==> src/rtl/color_pkg.sv <==
// Shared colour types and constants for the Pong VGA colour compositor.
package color_pkg;

  localparam int COLOR_W = 8;

  typedef struct packed {
    logic [COLOR_W-1:0] r;
    logic [COLOR_W-1:0] g;
    logic [COLOR_W-1:0] b;
  } rgb_t;

  localparam rgb_t RGB_BLACK  = '{r: '0, g: '0, b: '0};
  localparam rgb_t RGB_WHITE  = '{r: '1, g: '1, b: '1};
  localparam rgb_t RGB_YELLOW = '{r: '1, g: '1, b: '0};
  localparam rgb_t RGB_CYAN   = '{r: '0, g: '1, b: '1};

  // Palette index width: one entry per layer plus the background entry.
  function automatic int pal_idx_w(input int num_layers);
    return $clog2(num_layers + 1);
  endfunction

endpackage

==> src/rtl/color_compositor_if.sv <==
// Pixel, palette and flash signals between the sprite hit logic, the compositor and the VGA pins.
interface color_compositor_if #(
  parameter int NUM_LAYERS = 4,
  parameter int COLOR_W    = color_pkg::COLOR_W
) ();
  localparam int IDX_W = color_pkg::pal_idx_w(NUM_LAYERS);

  logic [NUM_LAYERS-1:0] layer_hit;
  logic                  hsync_in;
  logic                  vsync_in;
  logic                  blank_in;
  logic                  frame_start;
  logic                  pal_we;
  logic [IDX_W-1:0]      pal_idx;
  logic [3*COLOR_W-1:0]  pal_rgb;
  logic                  flash_req;
  logic [COLOR_W-1:0]    R;
  logic [COLOR_W-1:0]    G;
  logic [COLOR_W-1:0]    B;
  logic                  hsync_out;
  logic                  vsync_out;
  logic                  blank_out;
  logic                  flash_active;

  modport master (
    output layer_hit, hsync_in, vsync_in, blank_in, frame_start,
           pal_we, pal_idx, pal_rgb, flash_req,
    input  R, G, B, hsync_out, vsync_out, blank_out, flash_active
  );

  modport slave (
    input  layer_hit, hsync_in, vsync_in, blank_in, frame_start,
           pal_we, pal_idx, pal_rgb, flash_req,
    output R, G, B, hsync_out, vsync_out, blank_out, flash_active
  );

endinterface

==> src/rtl/prio_enc.sv <==
// Combinational lowest-set-bit priority encoder: bit 0 wins.
module prio_enc #(
  parameter int N  = 4,
  parameter int IW = (N > 1) ? $clog2(N) : 1
) (
  input  logic [N-1:0]  req,
  output logic [IW-1:0] idx,
  output logic          any
);

  // NOTE: every output gets a default before the loop so no latch is inferred.
  always_comb begin
    idx = '0;
    any = 1'b0;
    for (int i = N - 1; i >= 0; i--) begin
      if (req[i]) begin
        idx = IW'(i);
        any = 1'b1;
      end
    end
  end

endmodule

==> src/rtl/color_compositor.sv <==
// Two-stage layer-priority colour compositor with runtime palette and delay-matched VGA sync.
// Optional inverse-video flash is built when COLOR_COMPOSITOR_FLASH_EN is defined.
module color_compositor
  import color_pkg::pal_idx_w;
#(
  parameter int NUM_LAYERS   = 4,
  parameter int COLOR_W      = color_pkg::COLOR_W,
  parameter int FLASH_FRAMES = 15
) (
  input  logic               clock,
  input  logic               reset,
  color_compositor_if.slave  bus
);

  localparam int IDX_W = pal_idx_w(NUM_LAYERS);
  localparam int BG    = NUM_LAYERS;

  typedef struct packed {
    logic [COLOR_W-1:0] r;
    logic [COLOR_W-1:0] g;
    logic [COLOR_W-1:0] b;
  } pix_t;

  localparam logic [COLOR_W-1:0] C_MAX  = '1;
  localparam logic [COLOR_W-1:0] C_ZERO = '0;
  localparam pix_t PIX_BLACK  = '{C_ZERO, C_ZERO, C_ZERO};
  localparam pix_t PIX_WHITE  = '{C_MAX,  C_MAX,  C_MAX};
  localparam pix_t PIX_YELLOW = '{C_MAX,  C_MAX,  C_ZERO};
  localparam pix_t PIX_CYAN   = '{C_ZERO, C_MAX,  C_MAX};

  logic [IDX_W-1:0] w_hit_idx;
  logic             w_hit_any;
  logic             w_flash_active;
  pix_t             w_lookup;

  logic             r_s1_hit;
  logic [IDX_W-1:0] r_s1_idx;
  logic             r_s1_hsync;
  logic             r_s1_vsync;
  logic             r_s1_blank;
  pix_t             r_pal [NUM_LAYERS+1];
  pix_t             r_rgb;
  logic             r_hsync;
  logic             r_vsync;
  logic             r_blank;

  prio_enc #(.N(NUM_LAYERS), .IW(IDX_W)) u_prio_enc (
    .req (bus.layer_hit),
    .idx (w_hit_idx),
    .any (w_hit_any)
  );

  // NOTE: sequential state uses non-blocking assignments so every register samples pre-edge values.
  always_ff @(posedge clock) begin
    if (reset) begin
      r_s1_hit   <= 1'b0;
      r_s1_idx   <= '0;
      r_s1_hsync <= 1'b1;
      r_s1_vsync <= 1'b1;
      r_s1_blank <= 1'b1;
    end else begin
      r_s1_hit   <= w_hit_any;
      r_s1_idx   <= w_hit_idx;
      r_s1_hsync <= bus.hsync_in;
      r_s1_vsync <= bus.vsync_in;
      r_s1_blank <= bus.blank_in;
    end
  end

  // NOTE: the palette is a small register file with defined reset colours, so it is reset like any flop.
  always_ff @(posedge clock) begin
    if (reset) begin
      for (int i = 0; i <= NUM_LAYERS; i++) begin
        if (i == BG)     r_pal[i] <= PIX_BLACK;
        else if (i == 0) r_pal[i] <= PIX_YELLOW;
        else if (i == 1) r_pal[i] <= PIX_CYAN;
        else             r_pal[i] <= PIX_WHITE;
      end
    end else if (bus.pal_we && (int'(bus.pal_idx) <= BG)) begin
      r_pal[bus.pal_idx] <= pix_t'(bus.pal_rgb);
    end
  end

  // Reads the pre-edge palette, so a same-edge write is seen one pixel later.
  assign w_lookup = r_s1_hit ? r_pal[r_s1_idx] : r_pal[BG];

  always_ff @(posedge clock) begin
    if (reset) begin
      r_rgb   <= PIX_BLACK;
      r_hsync <= 1'b1;
      r_vsync <= 1'b1;
      r_blank <= 1'b1;
    end else begin
      if (r_s1_blank)          r_rgb <= PIX_BLACK;
      else if (w_flash_active) r_rgb <= pix_t'(~w_lookup);
      else                     r_rgb <= w_lookup;
      r_hsync <= r_s1_hsync;
      r_vsync <= r_s1_vsync;
      r_blank <= r_s1_blank;
    end
  end

`ifdef COLOR_COMPOSITOR_FLASH_EN
  localparam int CNT_W = $clog2(FLASH_FRAMES + 1);

  logic [CNT_W-1:0] r_flash_cnt;

  // A request reloads the count and swallows a coincident frame_start.
  always_ff @(posedge clock) begin
    if (reset) begin
      r_flash_cnt <= '0;
    end else if (bus.flash_req) begin
      r_flash_cnt <= CNT_W'(FLASH_FRAMES);
    end else if (bus.frame_start && (r_flash_cnt != '0)) begin
      r_flash_cnt <= r_flash_cnt - CNT_W'(1);
    end
  end

  assign w_flash_active = (r_flash_cnt != '0);
`else
  logic w_unused_flash;

  assign w_flash_active = 1'b0;
  assign w_unused_flash = bus.flash_req ^ bus.frame_start ^ FLASH_FRAMES[0];
`endif

  assign bus.R            = r_rgb.r;
  assign bus.G            = r_rgb.g;
  assign bus.B            = r_rgb.b;
  assign bus.hsync_out    = r_hsync;
  assign bus.vsync_out    = r_vsync;
  assign bus.blank_out    = r_blank;
  assign bus.flash_active = w_flash_active;

endmodule
==> src/flat_wrapper.sv <==
// flat-port wrapper written by rule: the top's interface ports become plain ports
module color_compositor_flat import color_pkg::pal_idx_w;
#(
  parameter int NUM_LAYERS   = 4,
  parameter int COLOR_W      = color_pkg::COLOR_W,
  parameter int FLASH_FRAMES = 15
)
  (clock, reset, bus_layer_hit, bus_hsync_in, bus_vsync_in, bus_blank_in, bus_frame_start, bus_pal_we, bus_pal_idx, bus_pal_rgb, bus_flash_req, bus_R, bus_G, bus_B, bus_hsync_out, bus_vsync_out, bus_blank_out, bus_flash_active);
  color_compositor_if #(.NUM_LAYERS(NUM_LAYERS), .COLOR_W(COLOR_W)) bus_i ();
  input  logic clock;
  input  logic reset;
  input wire logic [$bits(bus_i.layer_hit)-1:0] bus_layer_hit;
  input wire logic [$bits(bus_i.hsync_in)-1:0] bus_hsync_in;
  input wire logic [$bits(bus_i.vsync_in)-1:0] bus_vsync_in;
  input wire logic [$bits(bus_i.blank_in)-1:0] bus_blank_in;
  input wire logic [$bits(bus_i.frame_start)-1:0] bus_frame_start;
  input wire logic [$bits(bus_i.pal_we)-1:0] bus_pal_we;
  input wire logic [$bits(bus_i.pal_idx)-1:0] bus_pal_idx;
  input wire logic [$bits(bus_i.pal_rgb)-1:0] bus_pal_rgb;
  input wire logic [$bits(bus_i.flash_req)-1:0] bus_flash_req;
  output wire logic [$bits(bus_i.R)-1:0] bus_R;
  output wire logic [$bits(bus_i.G)-1:0] bus_G;
  output wire logic [$bits(bus_i.B)-1:0] bus_B;
  output wire logic [$bits(bus_i.hsync_out)-1:0] bus_hsync_out;
  output wire logic [$bits(bus_i.vsync_out)-1:0] bus_vsync_out;
  output wire logic [$bits(bus_i.blank_out)-1:0] bus_blank_out;
  output wire logic [$bits(bus_i.flash_active)-1:0] bus_flash_active;
  assign bus_i.layer_hit = bus_layer_hit;
  assign bus_i.hsync_in = bus_hsync_in;
  assign bus_i.vsync_in = bus_vsync_in;
  assign bus_i.blank_in = bus_blank_in;
  assign bus_i.frame_start = bus_frame_start;
  assign bus_i.pal_we = bus_pal_we;
  assign bus_i.pal_idx = bus_pal_idx;
  assign bus_i.pal_rgb = bus_pal_rgb;
  assign bus_i.flash_req = bus_flash_req;
  assign bus_R = bus_i.R;
  assign bus_G = bus_i.G;
  assign bus_B = bus_i.B;
  assign bus_hsync_out = bus_i.hsync_out;
  assign bus_vsync_out = bus_i.vsync_out;
  assign bus_blank_out = bus_i.blank_out;
  assign bus_flash_active = bus_i.flash_active;
  color_compositor #(.NUM_LAYERS(NUM_LAYERS), .COLOR_W(COLOR_W), .FLASH_FRAMES(FLASH_FRAMES)) u_core (.clock(clock), .reset(reset), .bus(bus_i));
endmodule
==> config.mk <==
export PLATFORM = sky130hd
export DESIGN_NAME = color_compositor_flat
export DESIGN_NICKNAME = d
export VERILOG_FILES = /design/src/rtl/color_pkg.sv /design/src/rtl/color_compositor_if.sv /design/src/rtl/prio_enc.sv /design/src/rtl/color_compositor.sv /design/src/flat_wrapper.sv
export SDC_FILE = /design/constraint.sdc
export NUM_CORES = 1
export LEC_CHECK = 0
export CAP_MARGIN = 20
export CORE_ASPECT_RATIO = 1.25
export CORE_MARGIN = 1.5
export CORE_UTILIZATION = 41
export DETAILED_ROUTE_END_ITERATION = 8
export SKIP_CTS_REPAIR_TIMING = 1
export SKIP_LAST_GASP = 1
export SLEW_MARGIN = 10
export SYNTH_ARGS = -nofsm -noshare
export SYNTH_HDL_FRONTEND = slang
export SYNTH_HIERARCHICAL = 1
export SYNTH_SLANG_ARGS = --single-unit
==> constraint.sdc <==
create_clock -name clock -period 5.38 [get_ports clock]
set_clock_uncertainty 0.2 [all_clocks]
set_input_delay 1.614 -clock clock [delete_from_list [all_inputs] [get_ports clock]]
set_output_delay 1.614 -clock clock [all_outputs]
set_load 0.05 [all_outputs]
# Yosys cells after proc, flatten, opt, wreduce, memory -nomap -nowiden
# Memories as Yosys holds them, arrays and structs flattened.
# Cells that the tools add are included.
word_totals:
  regBits: 34
  ramBits: 120
  inputBits: 39
  output_inout_bits: 28
  wordCells: 37
  memories: 1
memory_table:
  columns: ["memory", "depth", "word_bits", "rd", "rd_ports_with_merged_regs", "wr", "line", "text"]
  rows:
  - ["u_core.r_pal", 5, 24, 2, 0, 5, "color_compositor.sv:41", "pix_t r_pal [NUM_LAYERS+1];"]
op_classes:
  order_cmp: 1
  muxes: 16
  reduce_logical: 6
ops:
  columns: ["operator", "n"]
  rows:
  - ["$mux W24", 2]
  - ["$reduce_or A24 Y1", 1]
  - ["$mux W1", 11]
  - ["$mux W2", 2]
  - ["$reduce_or A2 Y1", 2]
  - ["$reduce_or A4 Y1", 1]
  - ["$le A3 B3 Y1 const B", 1]
  - ["$mux W3", 1]
  - ["$reduce_or A3 Y1", 1]
  - ["$logic_and A1 B1 Y1", 1]

# Depth between registers and ports, before layout
logic_depth:
  word_depth: 7
  ltp_mapped: 6
  depth_no_buf: 3

# By module
# The synthesis kept the hierarchy.
modules_own_cells:
  columns: ["mod", "n_inst", "cells_per_inst", "area_each_um2", "seq_area_each_um2"]
  rows:
  - ["color_compositor", 1, 583, 9183.8, 6446.2]
  - ["prio_enc", 1, 9, 46.3, 0.0]

# Worst setup path before layout
# No wires, ideal clock.
synth_path:
  kind: "input-to-reg"
  startpoint: "input bus_pal_idx[0]"
  endpoint: "memory u_core/r_pal[2][0] (netlist name), enable pin"
  setup_time_ns: 0.384
  t_arrival_ns: 3.041
  required_time_ns: 4.796
  setup_slack_ns: 1.754
  stages: 3
  n_path_buf: 0
  cell_sequence: "or3b_4 -> or3b_4 -> nand2b_1"
synth_rtl:
  columns: ["item", "line", "text"]
  rows:
  - ["start: declaration", "flat_wrapper.sv:18", "input wire logic [$bits(bus_i.pal_idx)-1:0] bus_pal_idx;"]
  - ["end: declaration", "color_compositor.sv:41", null]

==> flow_results.org <==
** Finish
- The library cell used most frequently in the layout, excluding fill and tap cells, is sky130_fd_sc_hd__edfxtp_1.
- Area growth syn-to-layout :: 20.67%
- The post-route netlist has roughly a tenth of its cells at a drive strength greater than 1.
- After the last flow step, the layout net total stands at 771.
- Fill cell count :: about 1.9k
- Most frequent cells in the layout :: 192 x sky130_fd_sc_hd__edfxtp_1, 96 x sky130_fd_sc_hd__mux2i_1, 74 x sky130_fd_sc_hd__conb_1, 63 x sky130_fd_sc_hd__clkdlybuf4s50_1, 48 x sky130_fd_sc_hd__a22oi_1
- N_diodes :: 0
- Final standard cell count with taps included and fillers excluded :: about 1.0k
- The sequential cells in the finished layout cover a total of about 0.0064 mm².
- In the final layout, the multi-input gates occupy between 0.002 and 0.003 mm².

** Global route
- Maximum number of pins on one net before global-route repair :: 44
- Gr ovfl total :: 0
- Antenna violations before repair :: 1
- The number of global-route vias before repair is ~5.4k.
- Global-route wire length before repair :: 29170 µm
- Aggregate global-route resource usage :: 16.83%

** Clock tree
- In this run the number of H-tree levels came out at 1.
- Clock transition at the registers of the reported paths :: around 0.060 ns
- Total clock sinks :: approximately 230
- CTS tree :: built
- CTS Buf Count :: 23
- Maximum clock insertion buffer count :: 3
- Clock insertion delay at the later pin of the skew report :: slightly below 0.5 ns
- Clock tree synthesis selected as its root buffer the cell sky130_fd_sc_hd__clkbuf_16.

** Power
- In this run the static leakage power is roughly 3.8 nW.
- Power density over the cells :: approximately 340 mW/mm²
- The design draws approximately 0.0038 W.
- The worst-case IR drop observed on VDD is approximately 190 µV.

** Route
- Avg WL per Cell :: 18.80 µm
- In this run, the number of DRC markers left after iteration 0 of detailed routing was 324.
- The first TritonRoute pass finished after 4 iterations.
- Routed via count :: 5174
- After detailed routing, the number of remaining DRC violations is 0.
- Once detail routing completed, the nets flagged for antenna violations numbered 0.
- Detailed-route wire length :: between 15000 and 20000 µm
- Vias per Instance :: 5.018

** Logic synthesis
- In this run the cell area of the synthesized design comes to 0.009230 mm².
- For this run, asynchronously set or reset flops after synthesis account for 0%.
- Count of distinct cell types in the synthesized netlist :: 28
- Register bit total from synthesis :: about 230
- For this run, the number of Yosys warnings is 6.
- In the synthesized netlist, the number of instances is approximately 600.
- Of the synthesized area, sequential elements account for a little over two thirds.
- In the synthesized netlist the dominant register cell turns out to be sky130_fd_sc_hd__edfxtp_1.
- In this run the mean area of a mapped cell was around 16 µm².
- The synthesized design contains ~190 enable-type register cells.

** Floorplan
- 67 I/O pins were placed.
- Die Y-Extent :: between 150 and 200 µm
- Number of rows created at floorplan :: 61
- Starting utilization of the core area :: roughly two fifths
- From left edge to right edge, the die measures 137.2 µm.
- Area inside the core boundary :: 0.02221 mm²
- Area enclosed by the die boundary :: approximately 0.023 mm²

** Worst setup path
- The largest individual stage delay along the critical path comes from the cell sky130_fd_sc_hd__clkdlybuf4s50_1.
- At the worst endpoint, the required time is between 5 and 6 ns.
- Counting stages on the worst path, the most repeated cell is sky130_fd_sc_hd__or3b_4.
- CP delay by family, top :: simple AND/OR/NAND/NOR gates
- The signal on the critical path passes through clkdlybuf4s50_1 > or3b_4 > or3b_4 > nand2b_1 > buf_4.
- Setup crit start kind :: input port
- The worst setup path is of the in -> reg kind.
- Of all nets on the critical path, the largest fanout is 25.
- Data on the critical path arrives at its endpoint at ~3.7 ns.
- CP endpoint kind :: flip-flop
- Counting both buffers and inverters, the worst setup path holds a total of 2.
- Delay contributed by the slowest stage of the critical path :: around 0.6 ns

** Worst hold path
- Class of the most critical hold timing path :: reg -> reg

** Timing
- Final-report hold violation count :: 0
- Number of setup violations in the final report :: 0
- Final-layout setup total negative slack :: 0 ns
- Headroom to the max-slew limit came out at 46.06%.
- After layout, the minimum clock period comes to about 3.7 ns.
- Tightest Pin Transition :: between 0.8 and 0.9 ns
- Unrepaired setup endpoints after global routing :: no
- Count of pins over their slew limit :: 0
- Fraction of the cycle the final worst path needs :: approximately 70%
- Maximum clock frequency :: around 270 MHz
- Worst hold slack :: roughly 0.21 ns

** Placed design
- Detailed placement HPWL :: 10980 µm
- Input and output buffers added on the ports amount to 63.
- Routability-driven placement finished with a final weighted congestion of ~0.7.
- Including well taps, the total number of placed cells is 990.

** Outcome
- Run status :: completed

** Flow run
- Max-capacitance violation count :: 0
final timing paths:
check	from	to	slack (ns)	cells past startpoint
worst max-delay path	reset	u_core/r_pal[2][20]	1.68	5
worst min-delay path	u_core/r_s1_hsync	u_core/bus.hsync_out	0.21	1
worst max register to register	flip-flop	u_core/bus.R[3]	2.85	4
worst min register to register	u_core/r_s1_hsync	u_core/bus.hsync_out	0.21	1
layout make-up:
type | count | share of cell area (%)
clock buffer | 38 | 5.853
tap | 283 | 3.179
timing repair buffer | 82 | 7.055
multi-input combinational | 397 | 25.79
inverter | 2 | 0.06740
clock inverter | 3 | 0.1460
sequential | 226 | 57.91
routing by layer:
metal / wire length, µm / GRT usage (%) / vias up / share of wire, %
li1: - / - / 2437 / -
met1: 8179 / 21.05 / 2581 / 42
met2: 9897 / 30.13 / 123 / 51
met3: 880 / 2.193 / 33 / 4.5
met4: 422 / 5.263 / 0 / 2.2
met5: 0 / 0 / - / 0
worst reg2reg max path, stage by stage (launching register included):
cell,delay (ns)
sky130_fd_sc_hd__dfxtp_4,0.85
sky130_fd_sc_hd__buf_4,0.66
sky130_fd_sc_hd__mux2i_1,0.32
sky130_fd_sc_hd__a22oi_1,0.11
sky130_fd_sc_hd__a32o_1,0.28
cell usage after synthesis, types with 3 or more instances:
master / n / area share (%)
sky130_fd_sc_hd__nand2b_1: 35 / 2.4
sky130_fd_sc_hd__a32o_1: 23 / 2.5
sky130_fd_sc_hd__and2b_1: 3 / 0.24
sky130_fd_sc_hd__nor2_1: 5 / 0.20
sky130_fd_sc_hd__a22oi_1: 48 / 3.9
sky130_fd_sc_hd__or2b_1: 23 / 1.9
sky130_fd_sc_hd__nor2b_1: 3 / 0.20
sky130_fd_sc_hd__mux2i_1: 96 / 10
sky130_fd_sc_hd__or2_2: 14 / 0.95
sky130_fd_sc_hd__and2_1: 41 / 2.8
sky130_fd_sc_hd__buf_2: 9 / 0.49
sky130_fd_sc_hd__edfxtp_1: 192 / 62
sky130_fd_sc_hd__buf_4: 5 / 0.41
sky130_fd_sc_hd__dfxtp_1: 34 / 7.4
sky130_fd_sc_hd__or2_1: 20 / 1.4
sky130_fd_sc_hd__clkbuf_1: 23 / 0.94
where the power goes:
part           switching, W  internal (W)  leakage (nW)  total, W
clock network      0.000597      0.000822         0.319   0.00142
logic              0.000163      0.000114          1.30  0.000277
registers         0.0000409       0.00202          2.17   0.00206
state kept, by name (all words and copies together), names as in the netlist, 8 cells and up, named ones only:
register / count
u_core/bus.R: 8
u_core/r_pal: 192
u_core/bus.B: 8
u_core/bus.G: 8
metrics by stage:
stage	cell area [µm²]	utilization, %	setup WS (ns)
6_report	11140	50.15	1.678
5_1_grt	11140	50.15	1.592
4_1_cts	11140	50.15	1.674
3_5_place_dp	10470	47.14	1.150
3_3_place_gp	10470	47.14	1.185
2_1_floorplan	9500	-	1.754
logic make-up after synthesis:
family                 count (synthesis)  share of synthesized area, %
DFF                                  226                         69.84
and+or+nand+nor                      154                         10.93
muxes                                 96                         10.41
AOI/OAI and AO/OA                     73                         6.588
buffers and inverters                 41                         2.155
other                                  2                       0.08136
Power figures use the tool's default switching activity.
